`config.mk`:
```
export PLATFORM = sky130hd
export DESIGN_NAME = fifo_rd_drain
export DESIGN_NICKNAME = d
export VERILOG_FILES = /design/src/rtl/fifo_rd_pkg.sv /design/src/rtl/fifo_rd_skid2.sv /design/src/rtl/fifo_rd_drain.sv
export SDC_FILE = /design/constraint.sdc
export NUM_CORES = 1
export LEC_CHECK = 0
export ABC_AREA = 1
export BUFFER_PORTS_ARGS = -buffer_cell sky130_fd_sc_hd__buf_2
export CAP_MARGIN = 20
export CORE_MARGIN = 1.5
export CORE_UTILIZATION = 52
export DETAILED_ROUTE_END_ITERATION = 10
export PLACE_DENSITY = 0.8
export SLEW_MARGIN = 0
export SYNTH_ARGS = -nofsm -noshare
export SYNTH_HDL_FRONTEND = slang
export SYNTH_HIERARCHICAL = 1
export SYNTH_SLANG_ARGS = --single-unit
```
`constraint.sdc`:
```
create_clock -name rclk -period 1.9 [get_ports rclk]
set_input_delay 0.38 -clock rclk [delete_from_list [all_inputs] [get_ports rclk]]
set_output_delay 0.38 -clock rclk [all_outputs]
set_load 0.02 [all_outputs]
```
`src/rtl/fifo_rd_pkg.sv`:
```
// Shared state encoding and default widths for the async-FIFO read drainer.
// No logic; constants and types only.
// Imported by fifo_rd_drain and fifo_rd_skid2.
package fifo_rd_pkg;

  localparam int DSIZE_DEF = 32;
  localparam int CSIZE_DEF = 8;

  typedef enum logic [1:0] {
    IDLE  = 2'd0,
    READ  = 2'd1,
    FLUSH = 2'd2,
    DONE  = 2'd3
  } state_t;

endpackage

```
`src/rtl/fifo_rd_skid2.sv`:
```
// Two-entry in-order skid buffer between the async FIFO pop and the downstream port.
// Latency: a word pushed at edge N is the head after edge N when the buffer was empty.
// Backpressure: a push is refused when full unless a pop happens in the same cycle; head held while not popped.
module fifo_rd_skid2 #(
  parameter int DSIZE = fifo_rd_pkg::DSIZE_DEF
) (
  input  logic             clk,
  input  logic             rst_n,
  input  logic             push,
  input  logic [DSIZE-1:0] push_data,
  input  logic             pop,
  output logic [1:0]       occupancy,
  output logic [DSIZE-1:0] head
);

  logic [DSIZE-1:0] entry0;
  logic [DSIZE-1:0] entry1;
  logic [1:0]       occ;
  logic             do_pop;
  logic             do_push;

  assign do_pop    = pop && (occ != 2'd0);
  assign do_push   = push && ((occ != 2'd2) || do_pop);
  assign occupancy = occ;
  assign head      = entry0;

  // Entry storage and occupancy; entry0 is always the oldest word.
  always_ff @(posedge clk) begin
    if (!rst_n) begin
      entry0 <= '0;
      entry1 <= '0;
      occ    <= 2'd0;
    end else begin
      case ({do_push, do_pop})
        2'b10: begin
          if (occ == 2'd0) entry0 <= push_data;
          else             entry1 <= push_data;
          occ <= occ + 2'd1;
        end
        2'b01: begin
          entry0 <= entry1;
          occ    <= occ - 2'd1;
        end
        2'b11: begin
          if (occ == 2'd1) begin
            entry0 <= push_data;
          end else begin
            entry0 <= entry1;
            entry1 <= push_data;
          end
        end
        default: begin
          occ <= occ;
        end
      endcase
    end
  end

endmodule

```
`src/rtl/fifo_rd_drain.sv`:
```
// Drains a requested burst of words from an async FIFO read port to a valid/ready stream, with count and checksum.
// Latency: word popped at edge N appears on m_data/m_valid after edge N when the skid buffer is empty.
// Backpressure: rinc stops when the 2-entry skid is full; m_ready never feeds rinc combinationally.
module fifo_rd_drain
  import fifo_rd_pkg::*;
#(
  parameter int DSIZE = DSIZE_DEF,
  parameter int CSIZE = CSIZE_DEF
) (
  input  logic             rclk,
  input  logic             rrst_n,
  input  logic             start,
  input  logic [CSIZE-1:0] len,
  input  logic             rempty,
  input  logic [DSIZE-1:0] rdata,
  output logic             rinc,
  output logic [DSIZE-1:0] m_data,
  output logic             m_valid,
  input  logic             m_ready,
  output logic             busy,
  output logic             done,
  output logic [CSIZE-1:0] rd_count,
  output logic [DSIZE-1:0] checksum
);

  state_t           state;
  state_t           state_nxt;
  logic [CSIZE-1:0] remaining;
  logic [1:0]       occupancy;
  logic             start_acc;
  logic             pop;

  assign start_acc = (state == IDLE) && start;
  assign rinc      = (state == READ) && !rempty && (remaining != '0) && (occupancy != 2'd2);
  assign m_valid   = (occupancy != 2'd0);
  assign pop       = m_valid && m_ready;
  assign busy      = (state == READ) || (state == FLUSH);
  assign done      = (state == DONE);

  // State register.
  always_ff @(posedge rclk) begin
    if (!rrst_n) state <= IDLE;
    else         state <= state_nxt;
  end

  // Next-state logic; READ lingers one cycle after the last pop before flushing.
  always_comb begin
    state_nxt = state;
    case (state)
      IDLE: begin
        if (start) state_nxt = (len == '0) ? DONE : READ;
      end
      READ: begin
        if (remaining == '0) state_nxt = FLUSH;
      end
      FLUSH: begin
        if (occupancy == 2'd0) state_nxt = DONE;
      end
      DONE: begin
        state_nxt = IDLE;
      end
      default: begin
        state_nxt = IDLE;
      end
    endcase
  end

  // Burst bookkeeping: cleared on an accepted start, stepped on every pop, held otherwise.
  always_ff @(posedge rclk) begin
    if (!rrst_n) begin
      remaining <= '0;
      rd_count  <= '0;
      checksum  <= '0;
    end else if (start_acc) begin
      remaining <= len;
      rd_count  <= '0;
      checksum  <= '0;
    end else if (rinc) begin
      remaining <= remaining - CSIZE'(1);
      rd_count  <= rd_count + CSIZE'(1);
      checksum  <= checksum + rdata;
    end
  end

  fifo_rd_skid2 #(
    .DSIZE(DSIZE)
  ) u_skid (
    .clk       (rclk),
    .rst_n     (rrst_n),
    .push      (rinc),
    .push_data (rdata),
    .pop       (pop),
    .occupancy (occupancy),
    .head      (m_data)
  );

endmodule

```
==> qor.yml <==
fmax_ghz: 0.501
drc: 0
crit_fanout: 8
powerDensity_mw_per_mm2: 1310
clock_latency_ns: 0.43
dp.cells: 1586
first_iter_violations: 1291
dr_total_vias: 9268
avgViaCountPerCell: 5.61
hp-class: "in2reg"
start_util: 0.533
holdWs_ns: 0.254
relSlewSlack: 0.771
hp-start: "len[1]"
cts_sinks: 116
cts_tree: "built"
r2r_cells: 11
diodes: 0
firstDrtPassIters: 6
cts-buffers-inserted: 17
antenna_found_initial: 0
crit_arrival_ns: 2.30
ys_warn_count: 6
grt_pass1_wl_mm: 38.2
synth_area_per_cell_sq_um: 6.19
final_layout_size_suffix_gt1_frac: 0.272
clk_pin_slew_ns: 0.06
p_leak_uw: 0.00555
ys_seq_area_frac: 0.298
die_width_um: 125
drtAntennaViolNets: 0
reg2reg_to: "u_skid/head[22]"
period_needed_ns: 2.00
grt_start_max_net_pins: 71
port_buffers: 120
root_buffer: "clkbuf_16"
die_h_um: 125
rows: 44
synth.distinct_cells: 43
fin_nets: 1543
grt_remaining_overflow: 0
worst_pin_slew_ns: 0.343
violations: "setup timing"
htreeDepth: 4
syn_area_sq_mm: 0.00778
grt_setup_unrepaired: "true"
r2r_slack_ns: -0.1
grt_pass1_vias: 7929
endpoint_kind: "flip-flop"
ctsHoldBuffers: 0
gp_routability_congestion: 0.936
final_cells: 1652
ioPinCount: 121
period_share: 1.05
fin_worst_skew_ns: 0.00950
synth_top_cell_area_share: 0.298
cp.required_ns: 2.20
routedWlPerCell_um: 16.8
clock_path_buffers: 2
place_hpwl_mm: 16.0
setup_ws_ns: -0.0977
ys_seq_elements: 116
max_cap_violations: 0
setup.worst_path.start_class: "flip-flop"
peakVddDrop_v: 0.000776
path_class: "reg2reg"
holdPathStages: 3
final_max_slew_viol_count: 0
status: "finished, violations left"
yosysTopAreaCell: "dfxtp_1"
hold_viol_final: 0
setup-violations-final: 29
syn_inst: 1256
rr_startpoint: "remaining[0]"
drt-total-wl_mm: 27.8
coreArea_sq_mm: 0.0146
synth_nets: 1344
hold_end: "remaining[1]"
grt_util_all_layers: 0.299
synth_area_leaders: "dfxtp_1 (30%), nand2_1 (14%), inv_1 (11%), nor2_1 (9.2%), ha_1 (6.8%)"
dieArea_sq_mm: 0.0157
syn_to_final_growth_pct: 37.2
[layout by cell type, fill, tap and decap left out, types with 4 or more instances in the layout]
cell type,instances
nand2_1,282
inv_1,221
nor2_1,167
buf_2,119
dfxtp_1,102
nand3_1,72
buf_4,72
a21oi_1,60
o21ai_0,39
ha_1,27
o21ai_2,26
o21ai_1,25
clkbuf_16,24
nor2_2,22
nand2_2,21
buf_12,16
o21a_1,15
xnor2_1,14
ha_4,13
a21oi_2,11
dfxtp_2,11
inv_2,9
o21bai_1,8
nor3_1,6
xor2_1,6
nor2_4,6
clkinv_4,6
nand4_1,4
a31oi_1,4
buf_6,4
[where the power goes]
part           switching, uW  internal (uW)  total [uW]
Combinational           4120           2950        7070
Sequential               478           3080        3550
Clock                   1300           2070        3380
Total                   5900           8100       14000
[logic make-up (layout without fill, tap and decap cells)]
| logic type | after synthesis | after routing | synth area share |
|---|---|---|---|
| AOI/OAI and AO/OA | 198 | 198 | 0.139 |
| xor gates and xnor gates | 21 | 21 | 0.0236 |
| adders and majority gates | 43 | 43 | 0.0701 |
| buffers and inverters | 275 | 487 | 0.149 |
| DFF | 116 | 116 | 0.298 |
| and+or+nand+nor | 603 | 603 | 0.320 |
[per-layer routing]
| layer | track usage | share of wire | vias to the layer above |
|---|---|---|---|
| li1 | - | - | 4298 |
| met1 | 0.388 | 0.39 | 4238 |
| met5 | 0 | 0 | - |
| met2 | 0.491 | 0.46 | 583 |
| met3 | 0.0509 | 0.084 | 149 |
| met4 | 0.129 | 0.062 | 0 |
[final cells by class]
class	instances	area, sq um
inverter	232	876
clock inverter	15	183
fill	1024	3910
multi-input combinational	865	4810
timing repair buffer	223	1810
clock buffer	17	425
sequential	116	2350
tap	184	230
[sequential cells by signal, indices dropped and copies added, names as in the netlist]
| register | count |
|---|---|
| checksum | 32 |
| rd_count | 8 |
| remaining | 8 |
| state | 2 |
| u_skid/entry1 | 32 |
| u_skid/head | 32 |
| u_skid/occupancy | 2 |
[synthesized netlist by cell type]
cell and number:
nand3b_1 2, nor3b_1 1, nand3_1 76, nor2_4 2, or2_2 2, nand4_1 4
buf_2 16, nand4_2 1, buf_6 11, o21ai_0 66, clkbuf_2 2, a31o_2 2
clkbuf_1 7, fa_1 1, nor2_2 2, o211ai_1 3, o31a_1 1, nand2_2 6
o21a_1 15, o21ai_1 25, ha_1 42, nor3_2 1, inv_2 7, dfxtp_1 116
xnor2_1 14, a211oi_1 2, and2_1 3, a21oi_1 71, a21o_1 1, nand2_4 1
buf_4 6, nor3_1 7, nand3_2 1, nor2_8 1, or2_1 1, nor4_1 2
buf_1 1, nor2_1 191, a31oi_1 4, inv_1 225, o21bai_1 8, nand2_1 299
xor2_1 7
[repair_timing]
action,in CTS,in global routing
buffers inserted,8,13
setup endpoints to repair,9,86
pin swaps,5,40
gates cloned,3,10
resized for setup,15,158
[stage by stage]
step | setup TNS [ns] | util | total power (uW) | cell area [sq um] | worst slack (ns)
after CTS | -0.0340 | 0.672 | 12400 | 9810 | -0.0253
final | -1.08 | 0.732 | 14000 | 10700 | -0.0977
after detailed placement | -3.45 | 0.616 | 8700 | 8990 | -0.282
after global routing | -5.37 | 0.732 | 14700 | 10700 | -0.177
after global placement | -2.48 | 0.616 | 8580 | 8990 | -0.212
after floorplan | 0 | - | 7190 | 7800 | 0.0169
[worst max-delay path: stages, from the launching register on]
cell and delay [ns]:
dfxtp_2 0.34, inv_4 0.08, ha_4 0.14, nand4_4 0.09
nand3_4 0.10, inv_4 0.05, buf_6 0.12, nand3b_1 0.17
nand2_4 0.19, clkbuf_16 0.22, o21ai_0 0.26, nor2_1 0.09
[worst max path at each step]
stage                       startpoint                end  slack (ns)  depth (start not counted)
after global placement        rdata[0]       checksum[30]       -0.21                         15
after global routing      remaining[0]    u_skid/head[13]       -0.18                         12
after detailed placement      rdata[0]       checksum[22]       -0.28                         15
after CTS                 remaining[0]               rinc       -0.03                          7
final                     remaining[0]    u_skid/head[22]        -0.1                         11
after floorplan           remaining[0]  u_skid/entry1[14]        0.02                         15
(Power assumes the default switching activity.)
